### src/rtl/ram_arbiter.sv
// ---------------------------------------------------------------------------
// ram_arbiter
//
// Two-port arbiter in front of a single shared RAM. The memory stage (me_*)
// and the debug/loader port (dbg_*) each raise a request and hold it until a
// one-cycle ack. One access is serviced at a time: the winner's request
// fields are latched, presented to the RAM for exactly one cycle, the RAM
// read data is captured into the winner's rdata register, and the ack
// pulses in the following cycle.
//
// ME normally has priority. A saturating starvation counter lets DBG win a
// contested arbitration once ME has been granted STARVE_LIMIT times in a row
// while DBG was waiting.
//
// Ports
//   clk                     clock, all state updates on the rising edge
//   rst                     synchronous active-high reset
//   me_req / dbg_req        access request, held until ack
//   me_addr / dbg_addr      byte address, stable while req is high
//   me_wdata / dbg_wdata    store data
//   *_write_ram_flag [1:0]  store-width code, 0 = no store
//   *_read_ram_flag  [2:0]  load-width/sign code, 0 = no load
//   me_ack / dbg_ack        one-cycle completion pulse
//   me_rdata / dbg_rdata    load result, valid in the ack cycle, held after
//   me_stall                pipeline hold, me_req & ~me_ack
//   ram_addr / ram_wdata    shared RAM address / store data
//   ram_write_ram_flag      shared RAM store-width code
//   ram_read_ram_flag       shared RAM load-width code
//   ram_out                 combinational RAM read data
// ---------------------------------------------------------------------------
//
// state   | meaning
// --------+------------------------------------------------------------------
// IDLE    | nothing in flight; arbitrate among requests
// ACC     | latched winner drives the RAM; ram_out captured at cycle end
// DONE    | winner's ack pulses; arbitrate again with the acked side excluded
//
module ram_arbiter #(
   parameter int unsigned STARVE_LIMIT = 4
) (
   input  logic        clk,
   input  logic        rst,

   input  logic        me_req,
   input  logic [31:0] me_addr,
   input  logic [31:0] me_wdata,
   input  logic [1:0]  me_write_ram_flag,
   input  logic [2:0]  me_read_ram_flag,
   output logic        me_ack,
   output logic [31:0] me_rdata,
   output logic        me_stall,

   input  logic        dbg_req,
   input  logic [31:0] dbg_addr,
   input  logic [31:0] dbg_wdata,
   input  logic [1:0]  dbg_write_ram_flag,
   input  logic [2:0]  dbg_read_ram_flag,
   output logic        dbg_ack,
   output logic [31:0] dbg_rdata,

   output logic [31:0] ram_addr,
   output logic [31:0] ram_wdata,
   output logic [1:0]  ram_write_ram_flag,
   output logic [2:0]  ram_read_ram_flag,
   input  logic [31:0] ram_out
);

   typedef enum logic [1:0] {
      ST_IDLE = 2'd0,
      ST_ACC  = 2'd1,
      ST_DONE = 2'd2
   } state_t;

   localparam logic [2:0] LIMIT = 3'(STARVE_LIMIT);

   state_t      state_q, state_d;
   logic        win_dbg_q, win_dbg_d;
   logic [31:0] lat_addr_q, lat_addr_d;
   logic [31:0] lat_wdata_q, lat_wdata_d;
   logic [1:0]  lat_wflag_q, lat_wflag_d;
   logic [2:0]  lat_rflag_q, lat_rflag_d;
   logic [2:0]  starve_q, starve_d;
   logic        me_ack_q, me_ack_d;
   logic        dbg_ack_q, dbg_ack_d;
   logic [31:0] me_rdata_q, me_rdata_d;
   logic [31:0] dbg_rdata_q, dbg_rdata_d;

   logic        arb_en;
   logic        me_elig;
   logic        dbg_elig;
   logic        starved;
   logic        grant_me;
   logic        grant_dbg;
   logic        in_acc;

   // ------------------------------------------------------------------------
   // Arbitration. In DONE the side being acked still holds its old request,
   // so it must not be granted again in the same cycle.
   // ------------------------------------------------------------------------
   always_comb begin
      arb_en    = (state_q == ST_IDLE) || (state_q == ST_DONE);
      me_elig   = me_req  && !((state_q == ST_DONE) && !win_dbg_q);
      dbg_elig  = dbg_req && !((state_q == ST_DONE) &&  win_dbg_q);
      starved   = (starve_q == LIMIT);
      grant_dbg = arb_en && dbg_elig && (!me_elig || starved);
      grant_me  = arb_en && me_elig  && !grant_dbg;
   end

   // ------------------------------------------------------------------------
   // Next-state logic
   // ------------------------------------------------------------------------
   always_comb begin
      state_d     = state_q;
      win_dbg_d   = win_dbg_q;
      lat_addr_d  = lat_addr_q;
      lat_wdata_d = lat_wdata_q;
      lat_wflag_d = lat_wflag_q;
      lat_rflag_d = lat_rflag_q;
      me_ack_d    = 1'b0;
      dbg_ack_d   = 1'b0;
      me_rdata_d  = me_rdata_q;
      dbg_rdata_d = dbg_rdata_q;

      case (state_q)
         ST_IDLE, ST_DONE: begin
            if (grant_me || grant_dbg) begin
               state_d   = ST_ACC;
               win_dbg_d = grant_dbg;
               if (grant_dbg) begin
                  lat_addr_d  = dbg_addr;
                  lat_wdata_d = dbg_wdata;
                  lat_wflag_d = dbg_write_ram_flag;
                  lat_rflag_d = dbg_read_ram_flag;
               end else begin
                  lat_addr_d  = me_addr;
                  lat_wdata_d = me_wdata;
                  lat_wflag_d = me_write_ram_flag;
                  lat_rflag_d = me_read_ram_flag;
               end
            end else begin
               state_d = ST_IDLE;
            end
         end

         ST_ACC: begin
            // Read data is captured even for store-only or flagless accesses;
            // the requester ignores it in that case.
            state_d = ST_DONE;
            if (win_dbg_q) begin
               dbg_rdata_d = ram_out;
               dbg_ack_d   = 1'b1;
            end else begin
               me_rdata_d  = ram_out;
               me_ack_d    = 1'b1;
            end
         end

         default: begin
            state_d = ST_IDLE;
         end
      endcase

      if (!dbg_req || grant_dbg) begin
         starve_d = 3'd0;
      end else if (grant_me && (starve_q < LIMIT)) begin
         starve_d = starve_q + 3'd1;
      end else begin
         starve_d = starve_q;
      end
   end

   // ------------------------------------------------------------------------
   // State and registered outputs
   // ------------------------------------------------------------------------
   always_ff @(posedge clk) begin
      if (rst) begin
         state_q     <= ST_IDLE;
         win_dbg_q   <= 1'b0;
         lat_addr_q  <= 32'd0;
         lat_wdata_q <= 32'd0;
         lat_wflag_q <= 2'd0;
         lat_rflag_q <= 3'd0;
         starve_q    <= 3'd0;
         me_ack_q    <= 1'b0;
         dbg_ack_q   <= 1'b0;
         me_rdata_q  <= 32'd0;
         dbg_rdata_q <= 32'd0;
      end else begin
         state_q     <= state_d;
         win_dbg_q   <= win_dbg_d;
         lat_addr_q  <= lat_addr_d;
         lat_wdata_q <= lat_wdata_d;
         lat_wflag_q <= lat_wflag_d;
         lat_rflag_q <= lat_rflag_d;
         starve_q    <= starve_d;
         me_ack_q    <= me_ack_d;
         dbg_ack_q   <= dbg_ack_d;
         me_rdata_q  <= me_rdata_d;
         dbg_rdata_q <= dbg_rdata_d;
      end
   end

   // ------------------------------------------------------------------------
   // RAM side. The flags are gated by rst directly so that a store latched
   // in ACC is never committed by the RAM while reset is being applied.
   // ------------------------------------------------------------------------
   always_comb begin
      in_acc             = (state_q == ST_ACC);
      ram_addr           = in_acc ? lat_addr_q  : 32'd0;
      ram_wdata          = in_acc ? lat_wdata_q : 32'd0;
      ram_write_ram_flag = (in_acc && !rst) ? lat_wflag_q : 2'd0;
      ram_read_ram_flag  = (in_acc && !rst) ? lat_rflag_q : 3'd0;
   end

   assign me_ack    = me_ack_q;
   assign dbg_ack   = dbg_ack_q;
   assign me_rdata  = me_rdata_q;
   assign dbg_rdata = dbg_rdata_q;
   assign me_stall  = me_req & ~me_ack_q;

endmodule

### config.mk
export PLATFORM = sky130hd
export DESIGN_NAME = ram_arbiter
export DESIGN_NICKNAME = d
export VERILOG_FILES = /design/src/rtl/ram_arbiter.sv
export SDC_FILE = /design/constraint.sdc
export NUM_CORES = 1
export LEC_CHECK = 0
export CORE_UTILIZATION = 35
export DETAILED_ROUTE_END_ITERATION = 8
export GPL_ROUTABILITY_DRIVEN = 0
export HOLD_SLACK_MARGIN = 0.12
export PLACE_DENSITY_LB_ADDON = 0.05
export SYNTH_ARGS = -nofsm -noshare
export SYNTH_HDL_FRONTEND = slang
export SYNTH_SLANG_ARGS = --single-unit
### constraint.sdc
create_clock -name clk -period 5.25 [get_ports clk]
set_input_delay 0.525 -clock clk [delete_from_list [all_inputs] [get_ports clk]]
set_output_delay 0.525 -clock clk [all_outputs]
set_load 0.005 [all_outputs]
### Word level (Yosys, flattened, before mapping)

Index checks and enable logic that the tools add are counted.

| storage, ports and cells | value |
|---|---|
| register bits after elaboration | 141 |
| output and inout port bits | 136 |
| word-level logic and storage cells | 60 |

| cells by class | value |
|---|---|
| add/sub/neg operators | 1 |
| order comparisons | 1 |
| equality and inequality tests | 3 |
| multiplexer cells | 12 |
| bitwise logic cells | 4 |
| reductions and logical operators | 28 |

Operators with widths:

| kind | count |
|---|---|
| 2-to-1 mux 32 bit | 4 |
| logical AND 1 bit | 10 |
| zero test 1 bit | 7 |
| 2-to-1 mux 3 bit | 2 |
| AND reduction 2 bit | 3 |
| OR reduction 2 bit | 3 |
| logical OR 1 bit | 4 |
| 2-to-1 mux 2 bit | 2 |
| case mux 2 bit (2 select lines) | 1 |
| adder 3 x 1 -> 3 bit (second input constant) | 1 |
| == test 3 bit (second input constant) | 1 |
| less-than comparator 3 bit (second input constant) | 1 |
| 2-to-1 mux 1 bit | 3 |
| inverter 1 bit | 3 |
| == test 2 x 1 -> 1 bit (second input constant) | 1 |
| == test 2 bit (second input constant) | 1 |
| zero test 2 bit | 1 |
| AND 1 bit | 1 |

### Depth between registers and ports, before layout

Gate-level depths: netlist (run 1).

| depth | value |
|---|---|
| word-level depth | 12 |
| mapped depth | 8 |
| gate-level depth less buffers | 6 |

### Least setup slack after synthesis (run 1)

Ideal clock, no wire load.

| timing | value |
|---|---|
| path type | register to output |
| from | reg state_q[0] |
| to | out ram_addr[10] |
| data arrival time | 1.201 ns |
| data required time | 4.725 ns |
| path slack | 3.524 ns |
| cell stages (with the launch flop) | 5 |
| path buffers | 2 |
| cell sequence | dfxtp_1 > nor2b_1 > clkbuf_1 > clkbuf_1 > and2_1 |

| between the ends | value |
|---|---|
| longest elaborated chain between the ends | 2 |

Ends and longest elaborated chain:

| what | line | source |
|---|---|---|
| start: declaration | 76 | `state_t state_q, state_d;` |
| start signal: assignment | 189 | `state_q <= state_d;` |
| == test 2 x 1 -> 1 bit | 208 | `in_acc = (state_q == ST_ACC);` |
| 2-to-1 mux 32 bit | 209 | `ram_addr = in_acc ? lat_addr_q : 32'd0;` |
| end: declaration | 61 | `output logic [31:0] ram_addr,` |

No other way between the ends.

### Worst setup path after layout (run 1)

| timing | value |
|---|---|
| from | reg state_q[0] |
| to | out ram_wdata[20] |

| between the ends | value |
|---|---|
| longest elaborated chain between the ends | 2 |

Ends and longest elaborated chain:

| what | line | source |
|---|---|---|
| == test 2 x 1 -> 1 bit | 208 |  |
| 2-to-1 mux 32 bit | 210 | `ram_wdata = in_acc ? lat_wdata_q : 32'd0;` |
| end: declaration | 62 | `output logic [31:0] ram_wdata,` |

No other way between the ends.

==> results.cfg, run 1 <==
[synth]
synth.avg_cell_area_um2 = 9.85
yosysWarnings = 0
synth_top_family_by_area = compound AO/OA/AOI/OAI gates
synthMuxAreaShare = 0.115
yosys.area_share.simple = 0.166
synth_edf_count = 0
synthAdderAreaFrac = 0.00405
synth-compound-area-share = 0.206
synth_xor_xnor_area_share = 0.00142
synth.top_cell.area_share = 0.457
ys_ff_latch = 141
yosysSeqAreaShare = 0.457
async_reset_ff_frac = 0
syn-cell-area_um2 = 6180
synth_common_cells = 141 x dfxtp_1, 131 x nand2_1, 71 x mux2i_1
syn_inst = 627
synthTopCellsByArea = dfxtp_1 46%, o2bb2ai_2 12%, mux2i_1 12%
yosysMostFrequentCell = dfxtp_1
ys.flop_type = dfxtp_1
synth.largest_area_cell = dfxtp_1
synth.distinct_cells = 26
syn-num-nets = 803

[sta]
finalCriticalPeriod_ps = 2870
timing.final.crit_share = 0.546
maxSlewHeadroom = 0.225
tightest_slew_ps = 1160
hold_viol = 0
clock.fmax_ghz = 0.349
worst_clock_skew_ps = 6.65
setup_violations = 0
setup_tns_ps = 0
grt_setup_unrepaired = no
drv_slew = 0

[worst_setup_path]
cp-end-kind = output port
cp.arrival_ps = 2340
worstSetupStartpoint = state_q[0]
cp-start-kind = flop
path_cells = nor2b_4, buf_4, and2_1, clkdlybuf4s50_1
cp_slowest_cell = clkdlybuf4s50_1
cp_data_required_time_ps = 4720
worstSetupPathType = reg2out
crit_fanout = 62
critPathMaxStageDelay_ps = 520
timing.rr.start = win_dbg_q
cp_top_family = buffers and inverters
worst-path-buf-inv = 2
reg2reg_slack_ps = 3000

[global_route]
grt.overflow.total = 0
grt_pass1_wl_um = 28200
grt_pass1_vias = 5511
antenna_found_initial = 0
grt_use_total = 0.201
grt_max_degree = 71

[final_layout]
stdcell_area_um2 = 9970
drive_gt1_frac = 0.106
nets = 1090
regArea_um2 = 2820
area_growth_pct = 61.5
multi_input_area_um2 = 3080
n_fill_cell = 1454
n_antenna_cell = 0

[drt]
viasPerCell = 4.75
wire_per_inst_um = 15.9
drc = 0
drt-total-wl_um = 18300
drt_iter0_drc = 225
drt.antenna.violating_nets = 0
vias = 5467
drt_first_pass_iters = 4

[floorplanning]
io_pins = 310
die-area_um2 = 18200
start_util = 0.358
die_height_um = 135
coreArea_um2 = 17200
placementRows = 48
chipWidth_um = 135

[clock_network]
cts_tree = built
clockBufferDepth = 2
post_cts_resized = 0
htreeDepth = 4
cts.sinks = 141
clock_latency_ps = 420
cts_made_buffers = 17
post_cts_buffers = 0
clk_pin_slew_ps = 60
cts-root-buf = clkbuf_16
cts_hold_buf = 0

[job]
maxCapViolations = 0

[power_and_ir_drop]
p_leak_nw = 3.91
peakVddDrop_uv = 220
p_per_area_nw_per_um2 = 289

[worst_hold_path]
hold_class = reg2reg
min_from = lat_addr_q[0]

[placed_design]
portBuffers = 309
postPlaceCellArea_um2 = 9380
dpl.hpwl_um = 13000

[status]
status = finished, final reports clean
## cell usage in the layout (no fill, tap or decap), types with 2 or more instances in the layout
cell             instances
clkinv_4                 3
and2_1                  69
inv_1                    5
nand2_1                131
dfxtp_1                141
clkdlybuf4s50_1        308
clkinv_2                 2
ha_1                     2
mux2i_1                 71
nor2_1                   7
clkinvlp_4               2
inv_6                    4
o2bb2ai_1               20
buf_4                    8
nor2b_1                  3
o2bb2ai_2               49
nor2_2                   2
clkbuf_16               17
a21oi_1                 65
bufinv_16                2
## registers in the layout, summed over array words and instances (netlist names), 2 cells and up
name / count
me_rdata: 32
lat_rflag_q: 3
lat_addr_q: 32
dbg_rdata: 32
starve_q: 3
lat_wflag_q: 2
state_q: 2
lat_wdata_q: 32
## worst register-to-register path: cells and delay by family (launching register included)
kind,cells,cell delay [ps]
AO/OA/AOI/OAI,2,930
AND/OR/NAND/NOR,1,640
flip-flops,1,460
multiplexers,1,130
## through the flow
| step | worst slack [ps] | instances | hold slack [ps] | total power [mW] | utilization |
|---|---|---|---|---|---|
| final | 2380 | 1152 | 451 | 2.89 | 0.579 |
| after global placement | 2480 | 1120 | 436 | 1.69 | 0.544 |
| after floorplan | 3520 | 627 | 424 | 1.44 | - |
| after global routing | 2230 | 1152 | 465 | 3.01 | 0.579 |
| after CTS | 2330 | 1152 | 454 | 2.92 | 0.579 |
| after detailed placement | 2350 | 1120 | 439 | 1.70 | 0.544 |
## metal layers
layer / routed length (um) / global-route usage
met1: 7580 / 0.233
met2: 8900 / 0.342
met3: 1370 / 0.0586
met4: 484 / 0.0874
met5: 0 / 0
## power by group
group          switching, mW  leakage, nW  internal (mW)
Clock                  0.487        0.290          0.722
Sequential            0.0451         1.15           1.15
Combinational          0.206         2.47          0.281
Total                  0.739         3.91           2.15
## worst paths after layout
kind / depth (start not counted) / end
min reg2reg: 1 / lat_addr_q[0]
max reg2reg: 4 / lat_wdata_q[30]
min: 1 / lat_addr_q[0]
max: 4 / ram_wdata[20]
## area by class of cell
class,count,area share
flip-flops and latches,141,0.283
clock buffers,18,0.0440
repair buffers,318,0.318
multi-input cells,431,0.309
well taps,225,0.0282
clock inverters,14,0.0158
inverters,5,0.00188
## cell families after synthesis
group                      after synthesis
AOI/OAI and AO/OA                      138
xor gates and xnor gates                 1
adders and majority gates                2
buffers and inverters                   55
DFF                                    141
muxes                                   71
and+or+nand+nor                        219
Note: power is estimated with default switching activity, not from simulation.
==> inputs of run 2 (changes only) <==
Clock period 5.25 ns to 2.4 ns, I/O delays scaled along.
==> results.cfg, run 2 (synthesis results as in run 1) <==
[status]
status = finished, final reports clean

[sta]
timing.final.crit_share = 0.958
hold_viol = 0
tightest_slew_ps = 686
worst_clock_skew_ps = 6.91
setup_violations = 0
finalCriticalPeriod_ps = 2300
drv_slew = 0
fin_ws_ps = 99.9
grt_setup_unrepaired = yes
holdWs_ps = 392
maxSlewHeadroom = 0.543
clock.fmax_ghz = 0.435

[placed_design]
pre_cts_slack_ps = 231
portBuffers = 309
dpl.hpwl_um = 13200

[clock_network]
cts_tree = built
clk_pin_slew_ps = 60
cts.sinks = 141
clock_latency_ps = 420
cts-root-buf = clkbuf_16
clockBufferDepth = 2
htreeDepth = 4
cts_made_buffers = 17

[drt]
drt-total-wl_um = 18600
drt.antenna.violating_nets = 0
vias = 5533
drt_iter0_drc = 170
viasPerCell = 4.78
drt_first_pass_iters = 4
drc = 0
wire_per_inst_um = 16.1

[worst_hold_path]
min_delay_path_depth = 3
hold_class = in2reg

[worst_setup_path]
worstSetupPathType = reg2out
path_depth = 4
cp_data_required_time_ps = 2160
cp_top_family = buffers and inverters
rr_worst_depth = 7
worst-path-buf-inv = 2
cp-start-kind = flop
path_cells = nor2b_4, buf_6, and2_1, clkdlybuf4s50_1
critPathMaxStageDelay_ps = 540
crit_fanout = 41
cp-end-kind = output port
cp_slowest_cell = clkdlybuf4s50_1
cp.arrival_ps = 2060

[floorplanning]
chipWidth_um = 135
die-area_um2 = 18200
coreArea_um2 = 17200
die_height_um = 135
placementRows = 48
start_util = 0.358
io_pins = 310

[global_route]
antenna_found_initial = 0
grt_max_degree = 67
grt_pass1_vias = 5388
grt_pass1_wl_um = 28500
grt.overflow.total = 0
grt_use_total = 0.205

[power_and_ir_drop]
p_clk_frac = 0.415
intPower_mw = 4.64
peakVddDrop_uv = 504
p_comb_frac = 0.173
p_seq_frac = 0.413
switchingPower_mw = 1.67
sw_frac_of_total = 0.264
p_per_area_nw_per_um2 = 626
p_leak_nw = 3.95

[final_layout]
drive_gt1_frac = 0.111
area_growth_pct = 63.0
nets = 1095
n_antenna_cell = 0
final_common_cell = clkdlybuf4s50_1
final_cell_mix = 308 x clkdlybuf4s50_1, 141 x dfxtp_1, 131 x nand2_1

[job]
maxCapViolations = 0
-- run 2: cell count changes in the layout (fill, tap and decap cells not counted), sizes merged --
cell and change:
buf +4, inv +3, clkinv -2, bufinv -1, dlygate4sd3 +1
-- run 2: worst paths after layout --
check	slack [ps]	start	to
min	390	ram_out[23]	dbg_rdata[23]
min reg2reg	450	dbg_rdata[11]	dbg_rdata[11]
max	100	state_q[0]	ram_addr[3]
max reg2reg	470	starve_q[0]	lat_addr_q[24]
-- run 2: what timing repair did --
item | in CTS | in global routing
pin swaps | 0 | 0
endpoints found under the setup margin | 9 | 15
hold endpoints to repair | 1 | 0
resized for setup | 2 | 1
hold buffers | 1 | 0
setup buffers | 0 | 0
cloned | 0 | 0
-- run 2: power groups by stage --
stage | logic, mW | clock network (mW) | registers, mW
floorplan | 0.514 | 0 | 2.64
global placement | 1.08 | 0 | 2.65
detailed placement | 1.10 | 0 | 2.65
CTS | 1.11 | 2.68 | 2.60
global route | 1.18 | 2.80 | 2.62
finish | 1.09 | 2.61 | 2.60
-- run 2: per-layer routing --
layer,part of all wire,GRT usage,wire length [um]
met4,0.029,0.0943,546
met1,0.41,0.234,7650
met3,0.068,0.0612,1260
met2,0.49,0.350,9160
met5,0,0,0
-- run 2: worst min-delay path, stage by stage --
cell and delay (ps):
clkdlybuf4s50_1 420, nand2_1 60, a21oi_1 50
-- run 2: cell type report --
| type | instances | area (um2) |
|---|---|---|
| inverter | 5 | 18.8 |
| clock buffer | 18 | 439 |
| sequential | 141 | 2820 |
| multi-input combinational | 431 | 3090 |
| fill | 1455 | 7170 |
| tap | 225 | 282 |
| timing repair buffer | 323 | 3260 |
| clock inverter | 14 | 149 |
-- run 2: metrics by stage --
step                      cells  power [mW]  TNS [ps]   util  area (um2)
after global routing       1157        6.59      -169  0.584       10100
after floorplan             627        3.15         0      -        6180
after global placement     1124        3.72         0  0.549        9460
final                      1157        6.30         0  0.584       10100
after detailed placement   1124        3.75         0  0.549        9460
after CTS                  1157        6.39         0  0.584       10100
==> inputs of run 3 (changes only) <==
Settings changed: CORE_ASPECT_RATIO from default to 0.5.
==> results.cfg, run 3 (synthesis results as in run 1) <==
[global_route]
grt_use_total = 0.202
antenna_found_initial = 0
grt_pass1_wl_um = 28700
grt.overflow.total = 0
grt_pass1_vias = 5450
grt_max_degree = 67

[worst_setup_path]
cp_data_required_time_ps = 2160
critPathMaxStageDelay_ps = 510
worstSetupStartpoint = state_q[1]
crit_fanout = 7
r2r-end = lat_wdata_q[16]
crit_end = ram_read_ram_flag[2]
rr_worst_depth = 7
reg2reg_slack_ps = 460
cp_top_family = buffers and inverters
path_depth = 5
path_cells = nand2b_1, nor2_1, buf_4, and2_1, clkdlybuf4s50_1
cp_slowest_cell = dfxtp_1
worstSetupPathType = reg2out
cp-start-kind = flop
timing.rr.start = starve_q[0]
worst-path-buf-inv = 2
cp-end-kind = output port
cp.arrival_ps = 2000

[worst_hold_path]
min_from = rst
hold_class = in2reg

[final_layout]
area_growth_pct = 65.3
regArea_um2 = 2820
drive_gt1_frac = 0.114
final_util = 0.607
nets = 1100
n_fill_cell = 1477
multi_input_area_um2 = 3080
layout.cells.non_filler = 1165
final_common_cell = clkdlybuf4s50_1
final_cell_mix = 308 x clkdlybuf4s50_1, 140 x dfxtp_1, 131 x nand2_1

[drt]
drt.antenna.violating_nets = 0
drt_first_pass_iters = 4
drc = 0
wl_met2_um = 9140
wl_met3_um = 1560
drt_iter0_drc = 134
drt-total-wl_um = 18800
wl_met1_um = 7930
viasPerCell = 4.68
wire_per_inst_um = 16.1
top_layer_used = met4
vias = 5451

[sta]
finalCriticalPeriod_ps = 2240
tightest_slew_ps = 625
drv_slew = 0
setup_tns_ps = 0
clock.fmax_ghz = 0.447
hold_viol = 0
grt_setup_unrepaired = no
timing.final.crit_share = 0.933
setup_violations = 0
holdWs_ps = 196
worst_clock_skew_ps = 7.26
maxSlewHeadroom = 0.578

[clock_network]
cts_tree = built
clock_latency_ps = 410
cts.sinks = 141
clk_pin_slew_ps = 60
cts_hold_buf = 0
cts_made_buffers = 17
cts-root-buf = clkbuf_16
htreeDepth = 4
clockBufferDepth = 2

[power_and_ir_drop]
p_per_area_nw_per_um2 = 648
peakVddDrop_uv = 555
p_leak_nw = 4.02
power.total_mw = 6.61

[floorplanning]
chipWidth_um = 190
start_util = 0.368
die-area_um2 = 18200
io_pins = 310
placementRows = 33
die_height_um = 95.9
coreArea_um2 = 16800

[placed_design]
dpl.hpwl_um = 13100
place_inst = 1131
portBuffers = 309

[job]
maxCapViolations = 0

[status]
status = finished, final reports clean
[run 3: final cells by class]
cell class / instances / area share
repair buffers: 328 / 0.328
multi-input cells: 431 / 0.302
flip-flops and latches: 141 / 0.277
clock buffers: 19 / 0.0424
well taps: 227 / 0.0278
clock inverters: 13 / 0.0210
inverters: 5 / 0.00184
diodes: 1 / 0.000245
[run 3: through the flow]
stage,setup WS [ps],instance area [um2]
2_1_floorplan,743,6180
3_3_place_gp,307,9530
3_5_place_dp,245,9530
4_1_cts,53.8,10200
5_1_grt,50.7,10200
6_report,161,10200
[run 3: worst min-delay path, delay by kind of cell]
kind                   cells  cell delay, ps
AND/OR/NAND/NOR            1              50
buffers and inverters      2             260
[run 3: how the worst min path moves through the flow]
stage / depth (start not counted) / slack, ps / to
after floorplan: 2 / 380 / dbg_rdata[0]
after global placement: 1 / 440 / lat_wdata_q[28]
after detailed placement: 1 / 440 / lat_wdata_q[29]
after CTS: 3 / 180 / state_q[1]
after global routing: 3 / 190 / state_q[1]
final: 3 / 200 / state_q[1]
[run 3: power by group]
part	internal, mW	switching (mW)	total [mW]	leakage [nW]
sequential	2.51	0.0949	2.60	1.15
clock	1.85	1.04	2.89	0.308
combinational	0.658	0.459	1.12	2.56
[run 3: what timing repair did]
item                                   CTS  global route
setup endpoints to repair                0             9
gates resized for setup                  0             1
setup buffers                            0             0
endpoints found under the hold margin    0             0
[run 3: routing by layer]
metal / vias to the layer above / track usage
met5: - / 0
met1: 2533 / 0.224
li1: 2749 / -
met2: 155 / 0.365
met4: 0 / 0.0524
met3: 14 / 0.0802
